[src/rtl/cu_pkg.sv]
// Shared constants and the control bundle for the MIPS-subset decoder.
// CU_ILLEGAL_DET_EN adds an illegal-instruction flag to the bundle.
package cu_pkg;

   typedef enum logic [3:0] {
      ALU_ADD = 4'b0000,
      ALU_SUB = 4'b0001,
      ALU_AND = 4'b0010,
      ALU_OR  = 4'b0011,
      ALU_XOR = 4'b0100,
      ALU_SLL = 4'b0101,
      ALU_SRL = 4'b0110,
      ALU_SRA = 4'b0111,
      ALU_LUI = 4'b1000
   } alu_op_t;

   localparam logic [5:0] OP_RTYPE = 6'b000000;
   localparam logic [5:0] OP_ADDI  = 6'b001000;
   localparam logic [5:0] OP_ANDI  = 6'b001100;
   localparam logic [5:0] OP_ORI   = 6'b001101;
   localparam logic [5:0] OP_XORI  = 6'b001110;
   localparam logic [5:0] OP_LW    = 6'b100011;
   localparam logic [5:0] OP_SW    = 6'b101011;
   localparam logic [5:0] OP_BEQ   = 6'b000100;
   localparam logic [5:0] OP_BNE   = 6'b000101;
   localparam logic [5:0] OP_LUI   = 6'b001111;
   localparam logic [5:0] OP_J     = 6'b000010;
   localparam logic [5:0] OP_JAL   = 6'b000011;

   localparam logic [5:0] F_ADD = 6'b100000;
   localparam logic [5:0] F_SUB = 6'b100010;
   localparam logic [5:0] F_AND = 6'b100100;
   localparam logic [5:0] F_OR  = 6'b100101;
   localparam logic [5:0] F_XOR = 6'b100110;
   localparam logic [5:0] F_SLL = 6'b000000;
   localparam logic [5:0] F_SRL = 6'b000010;
   localparam logic [5:0] F_SRA = 6'b000011;
   localparam logic [5:0] F_JR  = 6'b001000;

   typedef struct packed {
      alu_op_t aluctr;
      logic    reg_wr;
      logic    alu_src;
      logic    reg_dst;
      logic    mem_to_reg;
      logic    mem_wr;
      logic    branch_eq;
      logic    branch_ne;
      logic    jump;
      logic    jump_reg;
      logic    link;
      logic    ext_op;
      logic    shift;
`ifdef CU_ILLEGAL_DET_EN
      logic    illegal;
`endif
   } ctrl_t;

   // All-zero bundle doubles as the reset value and the unknown-instruction NOP.
   localparam ctrl_t CTRL_NOP = '0;

endpackage

[src/rtl/cu_decode.sv]
// Purely combinational op/func to control-bundle decoder.
// CU_ILLEGAL_DET_EN flags encodings that fall into the NOP default.
module cu_decode
   import cu_pkg::*;
(
   input  logic [5:0] op,
   input  logic [5:0] func,
   output ctrl_t      ctrl
);

   // func is only examined inside the R-type arm, so an undefined func on an
   // I/J-type instruction cannot leak into the strobes; an undefined op matches
   // no case item and lands on the NOP default.
   always_comb begin
      ctrl = CTRL_NOP;
      case (op)
         OP_RTYPE: begin
            ctrl.reg_dst = 1'b1;
            ctrl.reg_wr  = 1'b1;
            case (func)
               F_ADD: ctrl.aluctr = ALU_ADD;
               F_SUB: ctrl.aluctr = ALU_SUB;
               F_AND: ctrl.aluctr = ALU_AND;
               F_OR:  ctrl.aluctr = ALU_OR;
               F_XOR: ctrl.aluctr = ALU_XOR;
               F_SLL: begin ctrl.aluctr = ALU_SLL; ctrl.shift = 1'b1; end
               F_SRL: begin ctrl.aluctr = ALU_SRL; ctrl.shift = 1'b1; end
               F_SRA: begin ctrl.aluctr = ALU_SRA; ctrl.shift = 1'b1; end
               F_JR: begin
                  ctrl.jump     = 1'b1;
                  ctrl.jump_reg = 1'b1;
                  ctrl.reg_wr   = 1'b0;
                  ctrl.reg_dst  = 1'b0;
               end
               default: begin
                  ctrl = CTRL_NOP;
`ifdef CU_ILLEGAL_DET_EN
                  ctrl.illegal = 1'b1;
`endif
               end
            endcase
         end
         OP_ADDI: begin
            ctrl.aluctr  = ALU_ADD;
            ctrl.alu_src = 1'b1;
            ctrl.reg_wr  = 1'b1;
            ctrl.ext_op  = 1'b1;
         end
         OP_ANDI: begin
            ctrl.aluctr  = ALU_AND;
            ctrl.alu_src = 1'b1;
            ctrl.reg_wr  = 1'b1;
         end
         OP_ORI: begin
            ctrl.aluctr  = ALU_OR;
            ctrl.alu_src = 1'b1;
            ctrl.reg_wr  = 1'b1;
         end
         OP_XORI: begin
            ctrl.aluctr  = ALU_XOR;
            ctrl.alu_src = 1'b1;
            ctrl.reg_wr  = 1'b1;
         end
         OP_LW: begin
            ctrl.aluctr     = ALU_ADD;
            ctrl.alu_src    = 1'b1;
            ctrl.reg_wr     = 1'b1;
            ctrl.mem_to_reg = 1'b1;
            ctrl.ext_op     = 1'b1;
         end
         OP_SW: begin
            ctrl.aluctr  = ALU_ADD;
            ctrl.alu_src = 1'b1;
            ctrl.mem_wr  = 1'b1;
            ctrl.ext_op  = 1'b1;
         end
         OP_BEQ: begin
            ctrl.aluctr    = ALU_SUB;
            ctrl.branch_eq = 1'b1;
            ctrl.ext_op    = 1'b1;
         end
         OP_BNE: begin
            ctrl.aluctr    = ALU_SUB;
            ctrl.branch_ne = 1'b1;
            ctrl.ext_op    = 1'b1;
         end
         OP_LUI: begin
            ctrl.aluctr  = ALU_LUI;
            ctrl.alu_src = 1'b1;
            ctrl.reg_wr  = 1'b1;
         end
         OP_J: ctrl.jump = 1'b1;
         OP_JAL: begin
            ctrl.jump   = 1'b1;
            ctrl.link   = 1'b1;
            ctrl.reg_wr = 1'b1;
         end
         default: begin
            ctrl = CTRL_NOP;
`ifdef CU_ILLEGAL_DET_EN
            ctrl.illegal = 1'b1;
`endif
         end
      endcase
   end

endmodule

[src/rtl/mips_control_unit.sv]
// Decode stage: combinational cu_decode followed by one register of latency.
// CU_ILLEGAL_DET_EN adds the registered 'illegal' output.
module mips_control_unit
   import cu_pkg::*;
(
   input  logic       clk,
   input  logic       rst,
   input  logic [5:0] op,
   input  logic [5:0] func,
   output logic [3:0] ALUctr,
   output logic       RegWr,
   output logic       ALUSrc,
   output logic       RegDst,
   output logic       MemtoReg,
   output logic       MemWr,
   output logic       Branch_eq,
   output logic       Branch_ne,
   output logic       Jump,
   output logic       JumpReg,
   output logic       Link,
   output logic       Extop,
   output logic       Shift
`ifdef CU_ILLEGAL_DET_EN
   ,
   output logic       illegal
`endif
);

   ctrl_t ctrl_next;
   ctrl_t ctrl_q;

   cu_decode u_decode (
      .op   (op),
      .func (func),
      .ctrl (ctrl_next)
   );

   // Reset wins over decode on the same edge so a mid-stream reset yields NOP.
   always_ff @(posedge clk) begin
      if (rst) ctrl_q <= CTRL_NOP;
      else     ctrl_q <= ctrl_next;
   end

   assign ALUctr    = ctrl_q.aluctr;
   assign RegWr     = ctrl_q.reg_wr;
   assign ALUSrc    = ctrl_q.alu_src;
   assign RegDst    = ctrl_q.reg_dst;
   assign MemtoReg  = ctrl_q.mem_to_reg;
   assign MemWr     = ctrl_q.mem_wr;
   assign Branch_eq = ctrl_q.branch_eq;
   assign Branch_ne = ctrl_q.branch_ne;
   assign Jump      = ctrl_q.jump;
   assign JumpReg   = ctrl_q.jump_reg;
   assign Link      = ctrl_q.link;
   assign Extop     = ctrl_q.ext_op;
   assign Shift     = ctrl_q.shift;
`ifdef CU_ILLEGAL_DET_EN
   assign illegal   = ctrl_q.illegal;
`endif

endmodule

[config.mk]
export PLATFORM = sky130hd
export DESIGN_NAME = mips_control_unit
export DESIGN_NICKNAME = d
export VERILOG_FILES = /design/src/rtl/cu_pkg.sv /design/src/rtl/cu_decode.sv /design/src/rtl/mips_control_unit.sv
export SDC_FILE = /design/constraint.sdc
export NUM_CORES = 1
export LEC_CHECK = 0
export CAP_MARGIN = 10
export CORE_UTILIZATION = 43
export CTS_CLUSTER_DIAMETER = 30
export DETAILED_ROUTE_END_ITERATION = 7
export PLACE_DENSITY = 0.77
export SLEW_MARGIN = 20
export SYNTH_ARGS = -nofsm -noshare
export SYNTH_HDL_FRONTEND = slang
export SYNTH_HIERARCHICAL = 1
export SYNTH_SLANG_ARGS = --single-unit
[constraint.sdc]
create_clock -name clk -period 2.1 [get_ports clk]
set_input_delay 0.42 -clock clk [delete_from_list [all_inputs] [get_ports clk]]
set_output_delay 0.42 -clock clk [all_outputs]
set_load 0.01 [all_outputs]
==> results of run 1 <==
[critical path, delay by kind of cell]
family                 cells  cell delay [ns]
AOI/OAI and AO/OA          1             0.29
buffers and inverters      1             0.43
and+or+nand+nor            3             0.85
[metrics by stage]
step                      hold slack (ns)  power [µW]
after detailed placement             1.15         421
after global placement               1.15         418
final                               0.916         611
after floorplan                     0.628         367
after global routing                0.961         643
after CTS                           0.911         616
[routing by layer]
metal | up-vias | wire [µm] | global-route usage | part of all wire
li1 | 415 | - | - | -
met1 | 384 | 811 | 0.233 | 0.45
met2 | 37 | 874 | 0.314 | 0.48
met3 | 4 | 98 | 0.0471 | 0.054
met4 | 0 | 23 | 0.0882 | 0.013
met5 | - | 0 | 0 | 0
[worst max path at each step]
stage,startpoint,endpoint,slack [ns],depth (start not counted)
floorplan,op[4],ALUctr[0],0.50,6
global placement,op[0],RegWr,0.13,5
detailed placement,op[0],RegWr,0.05,5
CTS,op[0],RegWr,0.33,5
global route,op[0],RegWr,0.18,5
finish,op[0],RegWr,0.32,5
[Yosys cell counts (all sizes together) (2+ instances only)]
| cell | count |
|---|---|
| buf | 4 |
| clkbuf | 4 |
| nand3 | 4 |
| nor2 | 10 |
| dfxtp | 16 |
| nand2 | 6 |
| nor3b | 2 |
| nor4 | 7 |
| a21oi | 3 |
| or2 | 2 |
| and2b | 6 |
| inv | 2 |
| nor2b | 14 |
[report_power, final]
| group | internal [µW] | leakage [µW] | switching [µW] | total, µW |
|---|---|---|---|---|
| clock | 105 | 0.0000210 | 90.1 | 196 |
| sequential | 306 | 0.000129 | 0.671 | 307 |
| combinational | 57.5 | 0.000318 | 51.3 | 109 |
| total | 469 | 0.000468 | 142 | 611 |
[area by class of cell]
type	instances	area (µm²)	share of cell area
tap	25	31.3	0.0253
inverter	2	7.51	0.00607
sequential	16	320	0.259
multi-input combinational	73	475	0.385
clock buffer	4	36.3	0.0294
timing repair buffer	39	365	0.296
[kinds of logic (layout without fill, tap and decap cells)]
group / after synthesis / after routing / share of synthesized area
and+or+nand+nor: 60 / 60 / 0.451
DFF: 16 / 16 / 0.378
AOI/OAI and AO/OA: 12 / 12 / 0.100
buffers and inverters: 10 / 45 / 0.0606
xor gates and xnor gates: 1 / 1 / 0.0103
==> impl_metrics.tcl, run 1 <==
set metrics [dict create \
    gp_congestion 0.893 \
    synth-seq-cells 16 \
    min-delay-start "rst" \
    start_util 0.475 \
    cts.path.max_buffers 2 \
    setup_slack_ns 0.316 \
    max_slew_headroom 0.685 \
    worst-path-max-fanout 5 \
    post_cts.resized_instances 0 \
    n_antenna_cell 0 \
    grt_pass1_wl_um 2900 \
    post-route-util 0.693 \
    worst_ep_required_time_ns 2.32 \
    final_cell_mix "29 x sky130_fd_sc_hd__clkdlybuf4s50_1, 16 x sky130_fd_sc_hd__dfxtp_1, 10 x sky130_fd_sc_hd__buf_4, 10 x sky130_fd_sc_hd__nor2_1" \
    drcViolationCount 0 \
    drtIter0Drc 15 \
    detail_route.vias_per_cell 5.28 \
    finish.cell_count_without_fillers 159 \
    synth_ff_type "sky130_fd_sc_hd__dfxtp_1" \
    sum_of_negative_setup_slack_ns 0 \
    clock_sink_count 16 \
    numPortBuffers 29 \
    finalHoldViolations 0 \
    fp.dieW_um 46.4 \
    fraction_of_the_yosys_area_taken_by_sequential_cells 0.378 \
    vias 840 \
    cp.arrival_ns 2.00 \
    place_ws_ns 0.0547 \
    grt_pass1_vias 700 \
    detailed_routing_iterations_pass_1 4 \
    placed_cells 155 \
    layout-drive-gt1-share 0.216 \
    yosysUniqueCellTypes 37 \
    route.antenna.remaining_nets 0 \
    postSynthCellCount 99 \
    critical_path.max_stage_delay_ns 0.47 \
    overflow 0 \
    htreeDepth 1 \
    stdcell_area_um2 1240 \
    postCtsSetupRepairBufs 0 \
    hold_depth 2 \
    grt.total_usage 0.192 \
    grt_antenna_before_repair 0 \
    mostFrequentLayoutCell "sky130_fd_sc_hd__clkdlybuf4s50_1" \
    fp.dieH_um 46.4 \
    timing_worst_slew_pin_value_ns 0.468 \
    synth.yosys.warnings 6 \
    finalSetupViolCount 0 \
    areaGrowthSynthToFinish_pct 45.9 \
    filler_cell_count 163 \
    largest_register_ffs 4 \
    num-nets-final 149 \
    grt_start_max_net_pins 14 \
    number_of_flops_mapped_to_enable_cells_by_yosys 0 \
    place.detailed.hpwl_um 1440 \
    die-area_um2 2150 \
    ctsRootBufferMaster "sky130_fd_sc_hd__clkbuf_4" \
    post_cts_hold_buffer_count 0 \
    crit_path_cell_trace "clkdlybuf4s50_1, nor4_1, nand2_1, o32ai_1, nor2b_2" \
    maximum_ir_drop_on_the_vdd_rail_mv 0.257 \
    io_pins 30 \
    syn_avg_cell_area_um2 8.56 \
    routed_wirelength_um 1810 \
    min_period_ns 1.78 \
    synth.top_cells.by_area "sky130_fd_sc_hd__dfxtp_1 38%, sky130_fd_sc_hd__nor2b_2 7.2%, sky130_fd_sc_hd__and2b_2 6.2%, sky130_fd_sc_hd__nor2b_1 5.2%, sky130_fd_sc_hd__nor2_1 4.4%" \
    grt_setup_unrepaired "no" \
    timing.final.max_slew_violations 0 \
    detail_route.wl_per_cell_um 11.4 \
    final.period_utilization 0.850 \
    max_cap_viol_count 0 \
    core_um2 1780 \
    post_synth_instance_area_um2 847 \
    cts-buffers-inserted 3 \
    power_density_nw_per_um2 494 \
    startpoint_type_of_the_worst_setup_path "primary input" \
    slowest_stage "sky130_fd_sc_hd__nor4_1" \
    f_max_mhz 560 \
    synthDominantAreaCellType "sky130_fd_sc_hd__dfxtp_1" \
    min_to "RegDst" \
    path_class "in -> reg" \
    postSynth.asyncResetShare 0 \
    clk_pin_slew_worst_paths_ns 0.08 \
    mappedNetlistNets 113 \
    placed_cell_area_um2 1200 \
    cts_tree "yes" \
    netlist.area_leader.share 0.378 \
    crit_path_end_kind "flop" \
    placementRows 15 \
    outcome "complete, no violations" \
    power.leakage_uw 0.000468 \
    hold_path.class "in -> reg" \
]
(Power assumes the default switching activity.)
==> inputs of run 2 (changes only) <==
Clock period 2.1 ns to 1.7 ns, I/O delays scaled along.
==> run 2 against run 1 <==
- final area is 4.9% higher
- critical endpoint unchanged
- power is 17% higher
- combinational power is 36% higher
- routed wire length is 14% higher
- utilization is 3.4 points higher
- global-route usage is 1.9 points higher
- first-iteration DRC count is 40% higher
- critical path type unchanged
- sequential share of layout area is 1.2 points lower
- count of clock-buffer cells in the layout is 1 lower
- critical path depth stayed put
- die area stayed put
==> impl_metrics.tcl, run 2 (synthesis gave the netlist of run 1 again) <==
set metrics [dict create \
    cts_tree "yes" \
    gp_congestion 0.788 \
    crit_path_end_kind "flop" \
    switching_share 0.242 \
    min_period_ns 1.62 \
    p_clk_frac 0.261 \
    ctsRootBufferMaster "sky130_fd_sc_hd__clkbuf_4" \
    placementRows 15 \
    power.leakage_uw 0.000504 \
    io_pins 30 \
    die-area_um2 2150 \
    clock_sink_count 16 \
    grt_antenna_before_repair 0 \
    vias 869 \
    hold_path.class "in -> reg" \
    num-nets-final 158 \
    route.antenna.remaining_nets 0 \
    layout-drive-gt1-share 0.268 \
    cts-buffers-inserted 3 \
    start_util 0.475 \
    overflow 0 \
    routed_wirelength_um 2060 \
    sum_of_negative_setup_slack_ns 0 \
    core_um2 1780 \
    grt_pass1_wl_um 3280 \
    min_to "RegDst" \
    final.period_utilization 0.955 \
    startpoint_type_of_the_worst_setup_path "primary input" \
    fp.dieH_um 46.4 \
    cp.arrival_ns 1.83 \
    maximum_ir_drop_on_the_vdd_rail_mv 0.355 \
    grt.total_usage 0.212 \
    power.switching_uw 172 \
    drtIter0Drc 21 \
    min-delay-start "rst" \
    mostFrequentLayoutCell "sky130_fd_sc_hd__clkdlybuf4s50_1" \
    detail_route.vias_per_cell 5.20 \
    place.detailed.hpwl_um 1680 \
    finalSetupViolCount 0 \
    htreeDepth 1 \
    post_cts_hold_buffer_count 0 \
    internal-power_uw 540 \
    clk_pin_slew_worst_paths_ns 0.08 \
    detailed_routing_iterations_pass_1 6 \
    grt_start_max_net_pins 14 \
    share_comb_of_total_power 0.207 \
    largest_register_ffs 4 \
    areaGrowthSynthToFinish_pct 53.0 \
    timing.final.max_slew_violations 0 \
    hold_depth 2 \
    max_cap_viol_count 0 \
    seq_pwr_share 0.532 \
    n_antenna_cell 0 \
    finalHoldViolations 0 \
    power_density_nw_per_um2 550 \
    final_cell_mix "29 x sky130_fd_sc_hd__clkdlybuf4s50_1, 19 x sky130_fd_sc_hd__buf_4, 16 x sky130_fd_sc_hd__dfxtp_1, 10 x sky130_fd_sc_hd__nor2_1" \
    f_max_mhz 616 \
    timing_worst_slew_pin_value_ns 0.398 \
    outcome "complete, no violations" \
    drcViolationCount 0 \
    worst-path-max-fanout 5 \
    path_class "in -> reg" \
    fp.dieW_um 46.4 \
    max_slew_headroom 0.734 \
    grt_setup_unrepaired "no" \
    detail_route.wl_per_cell_um 12.3 \
    cts.path.max_buffers 2 \
    numPortBuffers 29 \
    post-route-util 0.727 \
    worst_ep_required_time_ns 1.91 \
    grt_pass1_vias 822 \
]
[run 2: worst max-delay path, cell delays in order]
cell	delay, ns
sky130_fd_sc_hd__clkdlybuf4s50_1	0.46
sky130_fd_sc_hd__nor4_2	0.35
sky130_fd_sc_hd__nand2_1	0.20
sky130_fd_sc_hd__o32ai_1	0.30
sky130_fd_sc_hd__nor2b_2	0.17
[run 2: through the flow]
step	instance area (µm²)	instances	total power [µW]	hold slack [ns]	setup slack, ns
finish	1300	167	712	0.883	0.0768
global route	1300	167	744	0.914	0.00238
CTS	1290	167	709	0.880	0.0309
detailed placement	1270	164	533	1.07	-0.198
global placement	1270	164	527	1.07	-0.151
floorplan	847	99	453	0.548	0.182
[run 2: power groups by stage]
stage / sequential (µW) / combinational (µW) / clock, µW
4_1_cts: 379 / 146 / 185
3_5_place_dp: 388 / 145 / 0
5_1_grt: 380 / 159 / 206
6_report: 379 / 148 / 186
3_3_place_gp: 388 / 139 / 0
2_1_floorplan: 390 / 63.0 / 0
[run 2: cell type report]
| class | instances | area (µm²) |
|---|---|---|
| well taps | 25 | 31.3 |
| clock buffers | 3 | 22.5 |
| repair buffers | 48 | 433 |
| flip-flops and latches | 16 | 320 |
| multi-input cells | 73 | 482 |
| fillers | 144 | 487 |
| inverters | 2 | 7.51 |
[run 2: worst max path at each step]
stage,slack [ns],to,cells past startpoint,startpoint
2_1_floorplan,0.18,ALUctr[0],6,op[4]
3_3_place_gp,-0.15,ALUctr[0],5,op[2]
3_5_place_dp,-0.20,Branch_eq,5,op[2]
4_1_cts,0.03,Branch_eq,5,op[2]
5_1_grt,0.002,RegWr,5,op[5]
6_report,0.08,RegWr,5,op[4]
[run 2: layer usage]
layer | wire (µm) | track usage | vias to the layer above
met5 | 0 | 0 | -
met4 | 39 | 0.0824 | 0
met3 | 107 | 0.0431 | 4
met2 | 1070 | 0.383 | 38
met1 | 841 | 0.236 | 394
li1 | - | - | 433
[run 2: what timing repair did]
action | 4_1_cts | 5_1_grt
setup buffers | 0 | 0
setup endpoints to repair | 0 | 1
resized for setup | 0 | 1
==> RTL edit 1, RTL diff (settings of run 1) <==
Add an input register stage for `op` and `func`, with the module's reset; this delays them by one clock. Comments in the files are not updated.
--- a/src/rtl/mips_control_unit.sv
+++ b/src/rtl/mips_control_unit.sv
@@ -27,10 +27,23 @@
 );
 
+   logic [5:0] op_q;
+   logic [5:0] func_q;
+
+   always_ff @(posedge clk) begin
+      if (rst) begin
+         op_q   <= '0;
+         func_q <= '0;
+      end else begin
+         op_q   <= op;
+         func_q <= func;
+      end
+   end
+
    ctrl_t ctrl_next;
    ctrl_t ctrl_q;
 
    cu_decode u_decode (
-      .op   (op),
-      .func (func),
+      .op   (op_q),
+      .func (func_q),
       .ctrl (ctrl_next)
    );
Function: changed (a bounded check fails within 4 cycles, from zero or initial values and one cycle with rst high).
==> RTL edit 1 against run 1 <==
Power up 70%. Final area is 21% higher. Area after synthesis grew 37%. Via count up 13%. Sequential cell count up 12. Wire length is 13% higher. Core utilization is 9.8 points lower. Worst setup slack gained 0.14 ns.
==> RTL edit 1: results (changes against run 1) <==
* Status: completed
* Clock Skew at about 0.014 ns
* Synth Net Count at 138 (+22%)
* Worst slew pin tran at 0.4936 ns (+0.02537 ns)
* 1st-iter DRT viols at 26 (+11)
* GRT Util Overall at 15.81% (-3.4 points)
* Root Buffer: clkbuf_4
* Via count at 948 (+13%)
* Hold Path Depth at 2 (unchanged)
* H-tree depth at 1 (unchanged)
* Post-CTS Repair Setup Buffers at 0 (unchanged)
* R2r setup slk at 0.46 ns
* WHS Endpoint: op_q[1]$_SDFF_PP0_
* Pleak at 0.5742 nW (+23%)
* Reg-to-reg startpoint: op_q[0]$_SDFF_PP0_
* Critical path type: register to register
* Max IR drop VDD at 0.4601 mV (+79%)
* Pin count of the biggest net entering global routing at 17 (+3)
* Synth area leaders: dfxtp_1, nor2b_1, and2b_2, nor2_1, nor4_1
* First-pass GRT wire length at 3180 um (+9.5%)
* Vias in the first global route at 758 (+8.3%)
* Clk buf depth at 2 (unchanged)
* Cts bufs inserted at 3 (unchanged)
* Hold Path Class: input port to register
* Initial antenna violation count at 0 (unchanged)
* Reg2reg path depth at 4
* Critical path peak fanout at 11 (+6)
* Quantity of I/O buffers inserted on ports at 29 (unchanged)
* Post-Syn Instances at 124 (+25%)
* Clock Latency Late Sink at between 0.3 and 0.4 ns
* Seq/Total Area, Yosys at 48.28% (+10 points)
* Yosys warns at 6 (unchanged)
* Drt pass-1 iters at 4 (unchanged)
* Hold Slack at 0.6091 ns (-0.3066 ns)
* DP Wirelength at 1481 um (+2.7%)
* Ys async rst share at 0% (unchanged)
* WP data arrival at 1.93 ns (-0.07 ns)
* Fraction of layout cells with a size suffix above 1 at 10.67% (-11 points)
* CTS clk-pin slew, worst paths at 0.15 ns (+0.07 ns)
* Commonest cells post-synth: dfxtp_1, nor2b_1, nor2_1
* Filler cell count at 245 (+50%)
* Vias per cell at 5.267 (-0.31%)
* CTS resizes at 0 (unchanged)
* Antenna-violating nets left at 0 (unchanged)
* Drt wl/cell at 11.36 um (about the same)
* GPL Wtd Cong at 0.8023 (-10%)
* Placed Cells at 176 (+14%)
* Hold path start: op[1]
* Distinct cell type count after synthesis at 36 (-2.7%)
* Worst r2r dst: RegWr$_SDFF_PP0_
* Diode count at 0 (unchanged)
* Net count, final at 165 (+11%)
-- RTL edit 1: kinds of logic (layout without fill, tap and decap cells) --
kind of cell / count (synthesis) / after routing / synth area share [%]
compound gates: 12 / 12 / 7.328
simple gates: 72 / 72 / 38.26
xor+xnor: 1 / 1 / 0.7544
buf+inv: 11 / 37 / 5.388
flops: 28 / 28 / 48.28
-- RTL edit 1: critical path, cell delays in order, from the launching register on --
cell,delay (ns)
dfxtp_1,0.43
nor4_1,0.52
nand2_1,0.21
o32ai_1,0.29
nor2b_1,0.14
-- RTL edit 1: power breakdown --
group	switching, mW	internal (mW)	total, mW	leakage, nW
Sequential	0.0228	0.550	0.573	0.230
Combinational	0.0453	0.0668	0.112	0.317
Clock	0.158	0.193	0.351	0.0279
Total	0.226	0.810	1.04	0.574
-- RTL edit 1: layout make-up --
class	count	area [um2]	area share [%]
clock inverter	1	30.03	2.000
tap	30	37.54	2.500
multi-input combinational	85	538.0	35.83
sequential	28	560.5	37.33
timing repair buffer	31	305.3	20.33
clock buffer	3	22.52	1.500
inverter	2	7.507	0.5000
-- RTL edit 1: routing by layer --
layer  up-vias  routed length [um]  part of all wire, %  GRT usage, %
met5         -                   0                    0             0
met4         0                  54                  2.6         11.84
met3         6                 128                  6.3         2.542
met2        45                1005                   49         26.95
met1       426                 856                   42         17.44
li1        471                   -                    -             -
-- RTL edit 1: metrics by stage --
step	worst slack, ns	area, um2
floorplan	0.6442	1161
global route	0.3169	1501
CTS	0.4425	1501
global placement	0.5326	1449
finish	0.4588	1501
detailed placement	0.4964	1449
==> RTL edit 2, RTL diff (config.mk and constraints of run 1) <==
Made on the original files. Build with the macro `CU_ILLEGAL_DET_EN` defined.
--- a/src/rtl/cu_pkg.sv
+++ b/src/rtl/cu_pkg.sv
@@ -1,4 +1,6 @@
 // Shared constants and the control bundle for the MIPS-subset decoder.
 // CU_ILLEGAL_DET_EN adds an illegal-instruction flag to the bundle.
+`define CU_ILLEGAL_DET_EN
+
 package cu_pkg;
 
Function (old outputs only; new: illegal): kept (Yosys induction, for registers that start in step).
==> RTL edit 2 against run 1 <==
Area after synthesis up 9.0%. Die area up 8.6%. Sequential share of layout area up 0.22 points. Power up 0.93%. Worst setup slack worse by 0.18 ns. Combinational power up 13%. Wire length up 5.5%. Final area up 5.4%. First-iteration DRC count up 73%. Largest cell class unchanged. Critical path type unchanged. Sequential cell count up 1.
==> RTL edit 2: results (changes against run 1) <==
* Status: completed
* Vias in the first global route at 785 (+12%)
* Area post-placement at 0.001276 mm2 (+6.4%)
* WHS Endpoint: Branch_eq$_SDFF_PP0_
* H-tree depth at 1 (unchanged)
* Hold Path Depth at 4 (+2)
* Post-CTS Repair Setup Buffers at 0 (unchanged)
* Quantity of I/O buffers inserted on ports at 30 (+3.4%)
* Max IR drop VDD at 0.2437 mV (-5.2%)
* Synth Area in XOR/XNOR at 0.9485% (-0.085 points)
* Max reg flops at 4 (unchanged)
* Initial antenna violation count at 0 (unchanged)
* 1st-iter DRT viols at 26 (+11)
* Mux share of post-synthesis cell area at 1.220% (+1.2 points)
* DP Wirelength at 1435 um (-0.46%)
* Yosys warns at 6 (unchanged)
* Fraction of layout cells with a size suffix above 1 at 18.18% (-3.5 points)
* Synth Area in Compound Gates at 16.53% (+6.5 points)
* Cts bufs inserted at 3 (unchanged)
* Synth Net Count at 123 (+8.8%)
* Sw Ratio at 24.73% (+1.5 points)
* Adder-Cell Fraction of Synth Area at 0% (unchanged)
* Hold Slack at 0.6224 ns (-0.2934 ns)
* GRT Util Overall at 18.30% (-0.92 points)
* Max_slew headroom at 68.85% (+0.35 points)
* Synth area leaders: dfxtp_1, nor2b_1, and2b_2, nor2_1, a21oi_1
* GPL Wtd Cong at 0.9030 (+1.1%)
* Hold path start: op[3]
* Hold Path Class: input port to register
* Seq/Total Area, Yosys at 36.86% (-0.96 points)
* First-pass GRT wire length at 3325 um (+14%)
* Pin count of the biggest net entering global routing at 18 (+4)
* Post-Route WL at 1908 um (+5.5%)
* Distinct cell type count after synthesis at 31 (-16%)
* Pleak at 0.5117 nW (+9.3%)
* CTS clk-pin slew, worst paths at ~0.09 ns
* Drt pass-1 iters at 5 (+1)
* Via count at 875 (+4.2%)
* Clk buf depth at 2 (unchanged)
* Synth Flop Type: dfxtp_1
* Root Buffer: clkbuf_4
* Flop pwr share at 53.1% (+2.9 points)
* Diode count at 0 (unchanged)
* Critical path peak fanout at 4 (-1)
* Commonest cells post-synth: dfxtp_1, nor2b_1, nor2_1
* Net count, final at 158 (+6.0%)
* Ys async rst share at 0% (unchanged)
* Gate power share at 19.9% (+2.1 points)
* WP data arrival at 2.18 ns (+0.18 ns)
* CTS resizes at 2 (+2)
RTL edit 2: final cells by class:
cell class / instances / area (um2)
flip-flops and latches: 17 / 340.3
inverters: 3 / 11.26
multi-input cells: 80 / 523.0
fillers: 157 / 679.4
well taps: 27 / 33.78
clock buffers: 4 / 26.28
repair buffers: 39 / 367.9
RTL edit 2: critical path: stages:
cell	delay, ns
clkdlybuf4s50_1	0.41
or4_4	0.42
or4b_4	0.51
nand3b_4	0.17
o32ai_2	0.11
nor2b_1	0.14
RTL edit 2: routing by layer:
metal / global-route usage [%] / wire [um] / vias up
met5: 0 / 0 / -
met4: 11.76 / 44 / 0
met3: 2.830 / 119 / 6
met2: 29.81 / 881 / 42
met1: 22.42 / 862 / 381
li1: - / - / 446
RTL edit 2: worst max path at each step:
| stage | startpoint | end | cells past startpoint |
|---|---|---|---|
| 3_3_place_gp | op[4] | ALUctr[0]$_SDFF_PP0_ | 6 |
| 2_1_floorplan | op[4] | ALUctr[0]$_SDFF_PP0_ | 6 |
| 4_1_cts | op[3] | ALUctr[0]$_SDFF_PP0_ | 6 |
| 5_1_grt | op[2] | ALUctr[0]$_SDFF_PP0_ | 6 |
| 6_report | op[2] | ALUctr[0]$_SDFF_PP0_ | 6 |
| 3_5_place_dp | op[4] | ALUctr[0]$_SDFF_PP0_ | 6 |
RTL edit 2: through the flow:
| stage | cells | power (mW) | setup slack, ns |
|---|---|---|---|
| detailed placement | 166 | 0.4581 | -0.3031 |
| global route | 170 | 0.6533 | 0.06238 |
| global placement | 166 | 0.4553 | -0.2868 |
| floorplan | 109 | 0.4034 | 0.06327 |
| CTS | 170 | 0.6203 | 0.03793 |
| finish | 170 | 0.6169 | 0.1308 |
